## src/rtl/tv80_bus_pkg.sv

```systemverilog
// Shared types for the tv80 bus bridge.
// Optional trace counters are enabled with TV80_BUS_TRACE_EN.
package tv80_bus_pkg;

  localparam int WAIT_W = 3;

  typedef enum logic [2:0] {
    CYC_NONE,
    CYC_INTACK,
    CYC_REFRESH,
    CYC_MRD,
    CYC_MWR,
    CYC_IORD,
    CYC_IOWR
  } bus_cyc_t;

  typedef enum logic [2:0] {
    IDLE,
    WAITST,
    ISSUE,
    CAPTURE,
    HOLD
  } bridge_state_t;

  function automatic logic cyc_is_read(
    input bus_cyc_t c
  );
    return (c == CYC_MRD) || (c == CYC_IORD);
  endfunction

  function automatic logic cyc_is_io(
    input bus_cyc_t c
  );
    return (c == CYC_IORD) || (c == CYC_IOWR);
  endfunction

  function automatic logic cyc_is_mem(
    input bus_cyc_t c
  );
    return (c == CYC_MRD) || (c == CYC_MWR);
  endfunction

endpackage

```

## src/rtl/tv80_bus_classify.sv

```systemverilog
// Combinational decode of the tv80 control strobes into a bus cycle type.
// First match wins: intack, refresh, mem rd/wr, io rd/wr.
module tv80_bus_classify
  import tv80_bus_pkg::*;
(
  input  logic     mreq_n,
  input  logic     iorq_n,
  input  logic     rd_n,
  input  logic     wr_n,
  input  logic     m1_n,
  input  logic     rfsh_n,
  output bus_cyc_t cyc
);

  always_comb begin
    cyc = CYC_NONE;
    if (!m1_n && !iorq_n) begin
      cyc = CYC_INTACK;
    end else if (!rfsh_n && !mreq_n) begin
      cyc = CYC_REFRESH;
    end else if (!mreq_n && !rd_n) begin
      cyc = CYC_MRD;
    end else if (!mreq_n && !wr_n) begin
      cyc = CYC_MWR;
    end else if (!iorq_n && !rd_n) begin
      cyc = CYC_IORD;
    end else if (!iorq_n && !wr_n) begin
      cyc = CYC_IOWR;
    end
  end

endmodule

```

## src/rtl/tv80_bus_bridge.sv

```systemverilog
// tv80 CPU bus to synchronous memory/IO bridge with wait-state insertion.
// Define TV80_BUS_TRACE_EN to add fetch_count / wr_count outputs.
module tv80_bus_bridge
  import tv80_bus_pkg::*;
#(
  parameter int         MEM_WAIT   = 0,
  parameter int         IO_WAIT    = 1,
  parameter logic [7:0] INT_VECTOR = 8'hFF
) (
  input  logic        clk,
  input  logic        reset,
  input  logic [15:0] cpu_a,
  input  logic [7:0]  cpu_do,
  output logic [7:0]  cpu_di,
  input  logic        cpu_mreq_n,
  input  logic        cpu_iorq_n,
  input  logic        cpu_rd_n,
  input  logic        cpu_wr_n,
  input  logic        cpu_m1_n,
  input  logic        cpu_rfsh_n,
  output logic        cpu_wait_n,
  output logic [15:0] mem_addr,
  output logic [7:0]  mem_wdata,
  output logic        mem_we,
  output logic        mem_re,
  input  logic [7:0]  mem_rdata,
  output logic [7:0]  io_addr,
  output logic [7:0]  io_wdata,
  output logic        io_we,
  output logic        io_re,
  input  logic [7:0]  io_rdata
`ifdef TV80_BUS_TRACE_EN
  ,
  output logic [31:0] fetch_count,
  output logic [31:0] wr_count
`endif
);

  localparam logic [WAIT_W-1:0] MEM_W = WAIT_W'(MEM_WAIT);
  localparam logic [WAIT_W-1:0] IO_W  = WAIT_W'(IO_WAIT);

  bridge_state_t     state_q, state_d;
  bus_cyc_t          cyc_q, cyc_d;
  bus_cyc_t          cyc_in;
  logic [WAIT_W-1:0] cnt_q, cnt_d;
  logic [WAIT_W-1:0] wait_in;
  logic [7:0]        cpu_di_q, cpu_di_d;
  logic [15:0]       mem_addr_q, mem_addr_d;
  logic [7:0]        mem_wdata_q, mem_wdata_d;
  logic [7:0]        io_addr_q, io_addr_d;
  logic [7:0]        io_wdata_q, io_wdata_d;
  logic              mem_we_q, mem_we_d;
  logic              mem_re_q, mem_re_d;
  logic              io_we_q, io_we_d;
  logic              io_re_q, io_re_d;
  logic              active;
  logic              issue;

  tv80_bus_classify u_classify (
    .mreq_n (cpu_mreq_n),
    .iorq_n (cpu_iorq_n),
    .rd_n   (cpu_rd_n),
    .wr_n   (cpu_wr_n),
    .m1_n   (cpu_m1_n),
    .rfsh_n (cpu_rfsh_n),
    .cyc    (cyc_in)
  );

  always_comb begin
    wait_in = '0;
    if (cyc_is_mem(cyc_in)) begin
      wait_in = MEM_W;
    end else if (cyc_is_io(cyc_in)) begin
      wait_in = IO_W;
    end
  end

  // The cycle stays live only while its own strobe pair is still low.
  always_comb begin
    active = 1'b0;
    case (cyc_q)
      CYC_INTACK: active = !cpu_m1_n && !cpu_iorq_n;
      CYC_MRD:    active = !cpu_mreq_n && !cpu_rd_n;
      CYC_MWR:    active = !cpu_mreq_n && !cpu_wr_n;
      CYC_IORD:   active = !cpu_iorq_n && !cpu_rd_n;
      CYC_IOWR:   active = !cpu_iorq_n && !cpu_wr_n;
      default:    active = 1'b0;
    endcase
  end

  always_comb begin
    state_d     = state_q;
    cyc_d       = cyc_q;
    cnt_d       = cnt_q;
    cpu_di_d    = cpu_di_q;
    mem_addr_d  = mem_addr_q;
    mem_wdata_d = mem_wdata_q;
    io_addr_d   = io_addr_q;
    io_wdata_d  = io_wdata_q;
    mem_we_d    = 1'b0;
    mem_re_d    = 1'b0;
    io_we_d     = 1'b0;
    io_re_d     = 1'b0;
    issue       = 1'b0;

    case (state_q)
      IDLE: begin
        if (cyc_in != CYC_NONE) begin
          cyc_d = cyc_in;
          if (cyc_in == CYC_REFRESH) begin
            state_d = HOLD;
          end else if (wait_in != '0) begin
            cnt_d   = wait_in;
            state_d = WAITST;
          end else begin
            issue = 1'b1;
          end
        end
      end
      WAITST: begin
        if (!active) begin
          cnt_d   = '0;
          state_d = IDLE;
        end else if (cnt_q <= WAIT_W'(1)) begin
          cnt_d = '0;
          issue = 1'b1;
        end else begin
          cnt_d = cnt_q - WAIT_W'(1);
        end
      end
      ISSUE: begin
        if (!active) begin
          state_d = IDLE;
        end else if (cyc_is_read(cyc_q)) begin
          state_d = CAPTURE;
        end else begin
          state_d = HOLD;
        end
      end
      CAPTURE: begin
        if (!active) begin
          state_d = IDLE;
        end else begin
          cpu_di_d = cyc_is_io(cyc_q) ? io_rdata : mem_rdata;
          state_d  = HOLD;
        end
      end
      HOLD: begin
        if (cpu_mreq_n && cpu_iorq_n) begin
          state_d = IDLE;
        end
      end
      default: state_d = IDLE;
    endcase

    // Strobe flops are loaded here so they are high exactly in ISSUE.
    if (issue) begin
      state_d = ISSUE;
      unique case (1'b1)
        cyc_d == CYC_MRD: begin
          mem_addr_d = cpu_a;
          mem_re_d   = 1'b1;
        end
        cyc_d == CYC_MWR: begin
          mem_addr_d  = cpu_a;
          mem_wdata_d = cpu_do;
          mem_we_d    = 1'b1;
        end
        cyc_d == CYC_IORD: begin
          io_addr_d = cpu_a[7:0];
          io_re_d   = 1'b1;
        end
        cyc_d == CYC_IOWR: begin
          io_addr_d  = cpu_a[7:0];
          io_wdata_d = cpu_do;
          io_we_d    = 1'b1;
        end
        cyc_d == CYC_INTACK: begin
          cpu_di_d = INT_VECTOR;
        end
        default: ;
      endcase
    end
  end

  always_ff @(posedge clk) begin
    if (reset) begin
      state_q     <= IDLE;
      cyc_q       <= CYC_NONE;
      cnt_q       <= '0;
      cpu_di_q    <= '0;
      mem_addr_q  <= '0;
      mem_wdata_q <= '0;
      io_addr_q   <= '0;
      io_wdata_q  <= '0;
      mem_we_q    <= 1'b0;
      mem_re_q    <= 1'b0;
      io_we_q     <= 1'b0;
      io_re_q     <= 1'b0;
    end else begin
      state_q     <= state_d;
      cyc_q       <= cyc_d;
      cnt_q       <= cnt_d;
      cpu_di_q    <= cpu_di_d;
      mem_addr_q  <= mem_addr_d;
      mem_wdata_q <= mem_wdata_d;
      io_addr_q   <= io_addr_d;
      io_wdata_q  <= io_wdata_d;
      mem_we_q    <= mem_we_d;
      mem_re_q    <= mem_re_d;
      io_we_q     <= io_we_d;
      io_re_q     <= io_re_d;
    end
  end

  assign cpu_di     = cpu_di_q;
  assign cpu_wait_n = !((state_q == WAITST) && (cnt_q != '0));
  assign mem_addr   = mem_addr_q;
  assign mem_wdata  = mem_wdata_q;
  assign mem_we     = mem_we_q;
  assign mem_re     = mem_re_q;
  assign io_addr    = io_addr_q;
  assign io_wdata   = io_wdata_q;
  assign io_we      = io_we_q;
  assign io_re      = io_re_q;

`ifdef TV80_BUS_TRACE_EN
  logic [31:0] fetch_q, fetch_d;
  logic [31:0] wr_q, wr_d;

  always_comb begin
    fetch_d = fetch_q;
    wr_d    = wr_q;
    if (issue) begin
      if (cyc_d == CYC_MRD && !cpu_m1_n && fetch_q != '1) begin
        fetch_d = fetch_q + 32'd1;
      end
      if ((cyc_d == CYC_MWR || cyc_d == CYC_IOWR) && wr_q != '1) begin
        wr_d = wr_q + 32'd1;
      end
    end
  end

  always_ff @(posedge clk) begin
    if (reset) begin
      fetch_q <= '0;
      wr_q    <= '0;
    end else begin
      fetch_q <= fetch_d;
      wr_q    <= wr_d;
    end
  end

  assign fetch_count = fetch_q;
  assign wr_count    = wr_q;
`endif

endmodule

```

## config.mk

```make
export PLATFORM = sky130hd
export DESIGN_NAME = tv80_bus_bridge
export DESIGN_NICKNAME = d
export VERILOG_FILES = /design/src/rtl/tv80_bus_pkg.sv /design/src/rtl/tv80_bus_classify.sv /design/src/rtl/tv80_bus_bridge.sv
export SDC_FILE = /design/constraint.sdc
export NUM_CORES = 1
export LEC_CHECK = 0
export CAP_MARGIN = 20
export CORE_UTILIZATION = 35
export CTS_CLUSTER_SIZE = 12
export DETAILED_ROUTE_END_ITERATION = 8
export MAX_ROUTING_LAYER = met4
export PLACE_DENSITY = 0.65
export SYNTH_ARGS = -nofsm -noshare
export SYNTH_HDL_FRONTEND = slang
export SYNTH_SLANG_ARGS = --single-unit
```

## constraint.sdc

```tcl
create_clock -name clk -period 6.8 [get_ports clk]
set_input_delay 1.36 -clock clk [delete_from_list [all_inputs] [get_ports clk]]
set_output_delay 1.36 -clock clk [all_outputs]
set_load 0.005 [all_outputs]
```

==> metrics.txt, run 1 <==
# TYPE chip_impl_metric gauge
chip_impl_info{name="outcome",value="completed"} 1
chip_impl_info{name="critPathLaunch",value="cpu_mreq_n"} 1
chip_impl_metric{name="power.share.sequential",unit=""} 0.433
chip_impl_metric{name="reg2reg_slack",unit="ns"} 4.21
chip_impl_metric{name="peakVddDrop",unit="uV"} 99.3
chip_impl_metric{name="synth_seq_area_share",unit=""} 0.404
chip_impl_metric{name="io_pins",unit=""} 101
chip_impl_metric{name="numPlacedInstances",unit=""} 502
chip_impl_metric{name="synth.top_cell.area_share",unit=""} 0.404
chip_impl_info{name="main_combinational_cell_family_by_area_after_synthesis",value="simple AND/OR/NAND/NOR gates"} 1
chip_impl_metric{name="initial_core_util",unit=""} 0.364
chip_impl_metric{name="power.share.clock",unit=""} 0.379
chip_impl_metric{name="sum_of_negative_setup_slack",unit="ns"} 0
chip_impl_metric{name="power_leakage",unit="nW"} 1.63
chip_impl_metric{name="internal-power",unit="uW"} 682
chip_impl_metric{name="cts_htree_levels",unit=""} 3
chip_impl_metric{name="area_growth_syn_to_layout",unit="%"} 41.5
chip_impl_metric{name="synthesis.instances",unit=""} 317
chip_impl_metric{name="grt_max_degree",unit=""} 83
chip_impl_info{name="path_class",value="input pin to flip-flop"} 1
chip_impl_metric{name="antenna_cells_inserted",unit=""} 0
chip_impl_metric{name="cellPowerDensity",unit="nW/um^2"} 212
chip_impl_metric{name="route.final.wire_length",unit="um"} 6960
chip_impl_metric{name="cts_buffer_depth",unit=""} 2
chip_impl_metric{name="netSwitchingPower",unit="uW"} 228
chip_impl_info{name="synthDominantAreaCellType",value="sky130_fd_sc_hd__dfxtp_1"} 1
chip_impl_metric{name="max-cap-violations",unit=""} 0
chip_impl_metric{name="synth.mux.area_fraction",unit=""} 0.162
chip_impl_metric{name="clkTransAtPathRegs",unit="ns"} 0.06
chip_impl_metric{name="cts.hold.buffers_added",unit=""} 0
chip_impl_info{name="tritoncts_clock_tree",value="built"} 1
chip_impl_metric{name="setup_violations",unit=""} 0
chip_impl_metric{name="synth_nets",unit=""} 368
chip_impl_metric{name="final_max_slew_viol_count",unit=""} 0
chip_impl_metric{name="drtAntennaViolNets",unit=""} 0
chip_impl_metric{name="num-nets-final",unit=""} 460
chip_impl_metric{name="buffer_ports.inserted",unit=""} 100
chip_impl_info{name="r2r_start",value="cyc_q[2]$_SDFF_PP0_"} 1
chip_impl_metric{name="synth-seq-cells",unit=""} 61
chip_impl_info{name="rsz0062_at_grt",value="no"} 1
chip_impl_metric{name="hold_violations",unit=""} 0
chip_impl_metric{name="grt_use_total",unit=""} 0.164
chip_impl_metric{name="die_area",unit="um^2"} 9020
chip_impl_metric{name="fp.dieH",unit="um"} 95.0
chip_impl_metric{name="routed-via-count",unit=""} 2565
chip_impl_metric{name="synth_area_per_cell",unit="um^2"} 9.54
chip_impl_metric{name="yosys.area_share.adder",unit=""} 0.0124
chip_impl_metric{name="layoutNonFillerInstCount",unit=""} 519
chip_impl_metric{name="power.switching_fraction",unit=""} 0.250
chip_impl_info{name="holdCritPathClass",value="flip-flop to flip-flop"} 1
chip_impl_info{name="worstSetupEndpointType",value="flip-flop"} 1
chip_impl_metric{name="placed_cell_area",unit="um^2"} 4040
chip_impl_metric{name="n_fill_cell",unit=""} 777
chip_impl_metric{name="post-cts-setup-buffer-count",unit=""} 0
chip_impl_metric{name="synth-compound-area-share",unit=""} 0.118
chip_impl_metric{name="tightest_slew",unit="ns"} 0.735
chip_impl_metric{name="synth_xor_xnor_area_share",unit=""} 0.00579
chip_impl_metric{name="post_synth_num_cell_types",unit=""} 52
chip_impl_metric{name="first_pass_iters",unit=""} 4
chip_impl_metric{name="max_clock_freq",unit="MHz"} 264
chip_impl_metric{name="worst-endpoint-required",unit="ns"} 7.06
chip_impl_info{name="root_buffer",value="sky130_fd_sc_hd__clkbuf_8"} 1
chip_impl_info{name="commonest_register_cell_after_synthesis",value="sky130_fd_sc_hd__dfxtp_1"} 1
chip_impl_info{name="worst_setup_path_endpoint",value="mem_wdata[1]$_SDFFE_PP0P_"} 1
chip_impl_metric{name="finalWorstPathRequiredPeriod",unit="ns"} 3.79
chip_impl_info{name="netlist_top_cells_count",value="68 x sky130_fd_sc_hd__nand2b_1, 61 x sky130_fd_sc_hd__dfxtp_1, 49 x sky130_fd_sc_hd__mux2i_1"} 1
chip_impl_metric{name="totalPowerFinal",unit="uW"} 909
chip_impl_metric{name="cts_made_buffers",unit=""} 9
chip_impl_info{name="synth.top_cells.by_area",value="sky130_fd_sc_hd__dfxtp_1 40%, sky130_fd_sc_hd__mux2i_1 16%, sky130_fd_sc_hd__nand2b_1 14%, sky130_fd_sc_hd__a21oi_1 2.5%, sky130_fd_sc_hd__o21ai_0 2.2%"} 1
chip_impl_metric{name="fp.coreArea",unit="um^2"} 8300
chip_impl_metric{name="crit_path_max_fanout",unit=""} 12
chip_impl_metric{name="place_congestion",unit=""} 0.874
chip_impl_metric{name="via_count_of_the_first_global_routing_pass",unit=""} 2502
chip_impl_metric{name="r2r.worst_path.cells",unit=""} 6
chip_impl_metric{name="synth_edf_count",unit=""} 0
chip_impl_metric{name="drt-wirelength-per-cell",unit="um"} 13.4
chip_impl_info{name="crit-reg2reg-capture",value="mem_wdata[1]$_SDFFE_PP0P_"} 1
chip_impl_info{name="synthMostInstantiatedCell",value="sky130_fd_sc_hd__nand2b_1"} 1
chip_impl_metric{name="relSlewSlack",unit=""} 0.505
chip_impl_metric{name="clock_insertion_delay_worst_skew",unit="ns"} 0.33
chip_impl_metric{name="drive_above_1_share",unit=""} 0.0725
chip_impl_metric{name="power.combinational.fraction",unit=""} 0.189
chip_impl_metric{name="antenna_found_initial",unit=""} 0
chip_impl_metric{name="synthSimpleGateAreaFrac",unit=""} 0.245
chip_impl_metric{name="postLayoutCellArea",unit="um^2"} 4280
chip_impl_metric{name="cts_resized",unit=""} 0
chip_impl_metric{name="drt-vias-per-instance",unit=""} 4.94
chip_impl_metric{name="dr.first_iter.drc_count",unit=""} 40
chip_impl_metric{name="remaining_drc_errors",unit=""} 0
chip_impl_metric{name="worst_clock_skew",unit="ns"} 0.00701
chip_impl_metric{name="dp_hpwl",unit="um"} 5000
chip_impl_metric{name="die-width",unit="um"} 95.0
chip_impl_metric{name="netlist_area",unit="um^2"} 3020
chip_impl_metric{name="async_flop_share",unit=""} 0
chip_impl_metric{name="grt_first_pass_wirelength",unit="um"} 11200
chip_impl_metric{name="cp.arrival",unit="ns"} 4.04
chip_impl_metric{name="globalRouteOverflowTotal",unit=""} 0
chip_impl_info{name="worst_setup_path_start_kind",value="input pin"} 1
chip_impl_metric{name="placementRows",unit=""} 33
chip_impl_metric{name="cts_num_sinks",unit=""} 61
chip_impl_metric{name="synth.yosys.warnings",unit=""} 0
chip_impl_metric{name="final.period_utilization",unit=""} 0.557
==> cells by family after synthesis <==
group,Yosys count
AND/OR/NAND/NOR,121
flip-flops,61
AO/OA/AOI/OAI,51
multiplexers,49
buffers and inverters,30
adder cells (fa/ha/maj),3
XOR/XNOR,2
==> cell usage in the layout, fill, tap and decap left out, drive strengths merged, types with 3 or more instances in the layout <==
cell	count
nor3	6
ha	3
nand3b	3
nor4b	4
or3	3
nand3	8
inv	9
o21ai	13
nand2	7
clkbuf	14
a21oi	16
dfxtp	61
clkdlybuf4s50	99
nor2	13
buf	3
nor3b	4
mux2i	49
nand2b	68
==> how the worst min path moves through the flow <==
stage,startpoint,endpoint,slack (ns),cells after the start
5_1_grt,mem_addr[6]$_SDFFE_PP0P_,mem_addr[6]$_SDFFE_PP0P_,0.50,2
4_1_cts,mem_addr[14]$_SDFFE_PP0P_,mem_addr[14]$_SDFFE_PP0P_,0.48,2
3_3_place_gp,mem_addr[12]$_SDFFE_PP0P_,mem_addr[12]$_SDFFE_PP0P_,0.46,2
6_report,io_wdata[1]$_SDFFE_PP0P_,io_wdata[1]$_SDFFE_PP0P_,0.47,2
3_5_place_dp,mem_addr[11]$_SDFFE_PP0P_,mem_addr[11]$_SDFFE_PP0P_,0.46,2
2_1_floorplan,io_wdata[0]$_SDFFE_PP0P_,io_wdata[0]$_SDFFE_PP0P_,0.46,2
==> state kept, by name (all words and copies together) (netlist names), 3 cells and up <==
signal / cells
cnt_q: 3
cpu_di: 8
cyc_q: 3
io_addr: 8
io_wdata: 8
mem_addr: 16
mem_wdata: 8
state_q: 3
==> metal layers <==
layer | track usage | vias to the layer above | share of wire
li1 | - | 1277 | -
met1 | 0.188 | 1183 | 0.43
met4 | 0.0593 | 0 | 0.016
met3 | 0.0660 | 12 | 0.10
met5 | - | - | 0
met2 | 0.259 | 93 | 0.45
==> worst max-delay path, stage by stage <==
cell and delay [ns]:
sky130_fd_sc_hd__clkdlybuf4s50_1 0.69, sky130_fd_sc_hd__nor4b_1 0.09, sky130_fd_sc_hd__a311oi_1 0.50, sky130_fd_sc_hd__nor3b_2 0.13, sky130_fd_sc_hd__a22oi_2 0.50, sky130_fd_sc_hd__or3_1 0.52, sky130_fd_sc_hd__mux2i_1 0.24
==> metrics by stage <==
step	setup slack, ns	utilization	hold WS (ns)
final	3.01	0.516	0.474
after global routing	2.78	0.516	0.498
after CTS	3.00	0.513	0.480
after detailed placement	2.66	0.487	0.465
after global placement	2.77	0.487	0.458
after floorplan	3.68	-	0.465
==> layout make-up <==
type	count	area, um^2	share of cell area
tap	105	131	0.0307
sequential	61	1220	0.285
inverter	9	33.8	0.00789
multi-input combinational	226	1650	0.385
clock buffer	14	183	0.0427
clock inverter	2	38.8	0.00906
timing repair buffer	102	1020	0.239
==> power groups by stage <==
| stage | Combinational [mW] | Clock, mW | Sequential (mW) |
|---|---|---|---|
| after floorplan | 0.105 | 0 | 0.396 |
| after global placement | 0.169 | 0 | 0.401 |
| final | 0.172 | 0.344 | 0.393 |
| after global routing | 0.188 | 0.372 | 0.396 |
| after CTS | 0.172 | 0.356 | 0.393 |
| after detailed placement | 0.172 | 0 | 0.401 |
Power figures use the tool's default switching activity.
==> run 2, diff against run 1 <==
--- a/config.mk
+++ b/config.mk
@@ -10,7 +10,7 @@
 export CTS_CLUSTER_SIZE = 12
 export DETAILED_ROUTE_END_ITERATION = 8
 export MAX_ROUTING_LAYER = met4
-export PLACE_DENSITY = 0.65
+export PLACE_DENSITY = 0.67
 export SYNTH_ARGS = -nofsm -noshare
 export SYNTH_HDL_FRONTEND = slang
 export SYNTH_SLANG_ARGS = --single-unit
==> constraint.sdc (replaced) <==
create_clock -name clk -period 3.13 [get_ports clk]
set_input_delay 0.626 -clock clk [delete_from_list [all_inputs] [get_ports clk]]
set_output_delay 0.626 -clock clk [all_outputs]
set_load 0.005 [all_outputs]
==> run 2 against run 1 <==
Clock power increased by 99%. Die area unchanged. Largest power group unchanged. Via count increased by 2.3%.
==> metrics.txt, run 2 (same netlist as run 1, synthesis figures left out) <==
# TYPE chip_impl_metric gauge
chip_impl_metric{name="final_max_slew_viol_count",unit=""} 0
chip_impl_metric{name="cellPowerDensity",unit="nW/um^2"} 446
chip_impl_metric{name="cts_htree_levels",unit=""} 3
chip_impl_metric{name="cts.hold.buffers_added",unit=""} 0
chip_impl_metric{name="area_growth_syn_to_layout",unit="%"} 43.7
chip_impl_metric{name="grt_max_degree",unit=""} 37
chip_impl_metric{name="via_count_of_the_first_global_routing_pass",unit=""} 2606
chip_impl_info{name="hold_path_startpoint",value="mem_addr[5]$_SDFFE_PP0P_"} 1
chip_impl_metric{name="num-nets-final",unit=""} 471
chip_impl_metric{name="drt-wirelength-per-cell",unit="um"} 13.7
chip_impl_metric{name="cts_made_buffers",unit=""} 9
chip_impl_metric{name="max-cap-violations",unit=""} 0
chip_impl_metric{name="worst_clock_skew",unit="ns"} 0.0140
chip_impl_info{name="holdPathEnd",value="mem_addr[5]$_SDFFE_PP0P_"} 1
chip_impl_info{name="final_cell_mix",value="99 x sky130_fd_sc_hd__clkdlybuf4s50_1, 68 x sky130_fd_sc_hd__nand2b_1, 61 x sky130_fd_sc_hd__dfxtp_1"} 1
chip_impl_info{name="rsz0062_at_grt",value="no"} 1
chip_impl_metric{name="routed-via-count",unit=""} 2624
chip_impl_metric{name="cp.arrival",unit="ns"} 2.97
chip_impl_metric{name="min_path_cells",unit=""} 2
chip_impl_metric{name="die_area",unit="um^2"} 9020
chip_impl_metric{name="final.period_utilization",unit=""} 0.886
chip_impl_metric{name="antenna_found_initial",unit=""} 0
chip_impl_info{name="worst_setup_path_start_kind",value="input pin"} 1
chip_impl_metric{name="r2r.worst_path.cells",unit=""} 6
chip_impl_metric{name="power.share.sequential",unit=""} 0.441
chip_impl_metric{name="hold-worst-slack",unit="ns"} 0.475
chip_impl_metric{name="place_congestion",unit=""} 0.948
chip_impl_metric{name="crit_path_max_fanout",unit=""} 12
chip_impl_metric{name="dr.first_iter.drc_count",unit=""} 81
chip_impl_metric{name="max_ffs_per_register",unit=""} 16
chip_impl_metric{name="first_pass_iters",unit=""} 4
chip_impl_metric{name="dp_slack",unit="ns"} 0.0389
chip_impl_metric{name="cts_num_sinks",unit=""} 61
chip_impl_metric{name="fp.coreArea",unit="um^2"} 8300
chip_impl_metric{name="initial_core_util",unit=""} 0.364
chip_impl_metric{name="netSwitchingPower",unit="uW"} 510
chip_impl_metric{name="cts_resized",unit=""} 0
chip_impl_metric{name="drt-vias-per-instance",unit=""} 4.95
chip_impl_metric{name="power.share.clock",unit=""} 0.353
chip_impl_metric{name="sum_of_negative_setup_slack",unit="ns"} 0
chip_impl_metric{name="worst-endpoint-required",unit="ns"} 3.33
chip_impl_metric{name="grt_use_total",unit=""} 0.177
chip_impl_metric{name="setup_violations",unit=""} 0
chip_impl_metric{name="drive_above_1_share",unit=""} 0.0941
chip_impl_info{name="final_common_cell",value="sky130_fd_sc_hd__clkdlybuf4s50_1"} 1
chip_impl_metric{name="placementRows",unit=""} 33
chip_impl_metric{name="n_fill_cell",unit=""} 779
chip_impl_metric{name="fp.dieH",unit="um"} 95.0
chip_impl_metric{name="finalWorstPathRequiredPeriod",unit="ns"} 2.77
chip_impl_info{name="path_class",value="input pin to flip-flop"} 1
chip_impl_info{name="worstSetupEndpointType",value="flip-flop"} 1
chip_impl_metric{name="postLayoutSetupSlackWorst",unit="ns"} 0.356
chip_impl_metric{name="antenna_cells_inserted",unit=""} 0
chip_impl_metric{name="hold_violations",unit=""} 0
chip_impl_metric{name="reg2reg_slack",unit="ns"} 0.78
chip_impl_metric{name="grt_first_pass_wirelength",unit="um"} 11900
chip_impl_info{name="tritoncts_clock_tree",value="built"} 1
chip_impl_metric{name="clkTransAtPathRegs",unit="ns"} 0.06
chip_impl_metric{name="die-width",unit="um"} 95.0
chip_impl_metric{name="postLayoutCellArea",unit="um^2"} 4350
chip_impl_metric{name="globalRouteOverflowTotal",unit=""} 0
chip_impl_metric{name="peakVddDrop",unit="uV"} 202
chip_impl_metric{name="cts_buffer_depth",unit=""} 2
chip_impl_info{name="r2r_start",value="state_q[0]$_SDFFE_PP0P_"} 1
chip_impl_metric{name="max_clock_freq",unit="MHz"} 360
chip_impl_info{name="holdCritPathClass",value="flip-flop to flip-flop"} 1
chip_impl_metric{name="buffer_ports.inserted",unit=""} 100
chip_impl_metric{name="relSlewSlack",unit=""} 0.551
chip_impl_metric{name="route.final.wire_length",unit="um"} 7260
chip_impl_info{name="outcome",value="completed"} 1
chip_impl_metric{name="remaining_drc_errors",unit=""} 0
chip_impl_metric{name="placed_cell_area",unit="um^2"} 4150
chip_impl_metric{name="dp_hpwl",unit="um"} 5280
chip_impl_info{name="root_buffer",value="sky130_fd_sc_hd__clkbuf_8"} 1
chip_impl_metric{name="post-route-util",unit=""} 0.524
chip_impl_metric{name="drtAntennaViolNets",unit=""} 0
chip_impl_metric{name="clock_insertion_delay_worst_skew",unit="ns"} 0.34
chip_impl_metric{name="io_pins",unit=""} 101
chip_impl_metric{name="post-cts-setup-buffer-count",unit=""} 0
chip_impl_metric{name="power.switching_fraction",unit=""} 0.263
chip_impl_info{name="crit-reg2reg-capture",value="mem_wdata[2]$_SDFFE_PP0P_"} 1
chip_impl_metric{name="power_leakage",unit="nW"} 1.67
chip_impl_metric{name="power.combinational.fraction",unit=""} 0.206
chip_impl_metric{name="tightest_slew",unit="ns"} 0.667
chip_impl_metric{name="internal-power",unit="mW"} 1.43
-- run 2: changes by cell type in the layout (fill, tap and decap cells not counted) --
cell | before | now
sky130_fd_sc_hd__clkinv_4 | 1 | 0
sky130_fd_sc_hd__buf_12 | 1 | 2
sky130_fd_sc_hd__buf_4 | 1 | 11
sky130_fd_sc_hd__clkbuf_1 | 1 | 2
sky130_fd_sc_hd__clkbuf_8 | 13 | 10
sky130_fd_sc_hd__clkinv_2 | 0 | 2
sky130_fd_sc_hd__clkinvlp_4 | 0 | 1
-- run 2: how the worst max path moves through the flow --
stage / from / to / cells past startpoint / slack, ns
2_1_floorplan: cpu_iorq_n / mem_addr[10]$_SDFFE_PP0P_ / 8 / 0.75
5_1_grt: cpu_mreq_n / io_addr[2]$_SDFFE_PP0P_ / 7 / 0.19
3_5_place_dp: cpu_mreq_n / io_addr[6]$_SDFFE_PP0P_ / 7 / 0.04
6_report: cpu_mreq_n / io_addr[2]$_SDFFE_PP0P_ / 7 / 0.36
4_1_cts: cpu_mreq_n / io_addr[2]$_SDFFE_PP0P_ / 7 / 0.39
3_3_place_gp: cpu_mreq_n / io_addr[1]$_SDFFE_PP0P_ / 7 / 0.1
-- run 2: final cells by class --
| cell class | count | area (um^2) | area share |
|---|---|---|---|
| multi-input cells | 226 | 1650 | 0.379 |
| flip-flops and latches | 61 | 1220 | 0.281 |
| clock buffers | 12 | 145 | 0.0334 |
| repair buffers | 113 | 1120 | 0.257 |
| inverters | 9 | 33.8 | 0.00777 |
| well taps | 105 | 131 | 0.0302 |
| clock inverters | 4 | 47.5 | 0.0109 |
-- run 2: stage by stage --
stage	instances	power (mW)
floorplan	317	1.09
global placement	514	1.27
detailed placement	514	1.27
CTS	530	1.97
global route	530	2.04
finish	530	1.94
-- run 2: power by group through the flow --
stage | Clock [mW] | Combinational, mW | Sequential, mW
finish | 0.686 | 0.399 | 0.855
global route | 0.740 | 0.438 | 0.862
CTS | 0.709 | 0.402 | 0.855
detailed placement | 0 | 0.400 | 0.872
global placement | 0 | 0.394 | 0.872
floorplan | 0 | 0.228 | 0.861
-- run 2: worst max-delay path, stage by stage --
cell and delay [ns]:
sky130_fd_sc_hd__clkdlybuf4s50_1 0.69, sky130_fd_sc_hd__nor2_1 0.15, sky130_fd_sc_hd__o31ai_2 0.40, sky130_fd_sc_hd__nand2_1 0.22, sky130_fd_sc_hd__a21bo_2 0.25, sky130_fd_sc_hd__a211o_1 0.46, sky130_fd_sc_hd__mux2i_1 0.17
-- run 2: per-layer routing --
metal / vias up / global-route usage / part of all wire
met4: 0 / 0.0934 / 0.023
met1: 1217 / 0.204 / 0.44
met5: - / - / 0
met2: 94 / 0.273 / 0.45
met3: 14 / 0.0556 / 0.083
li1: 1299 / - / -
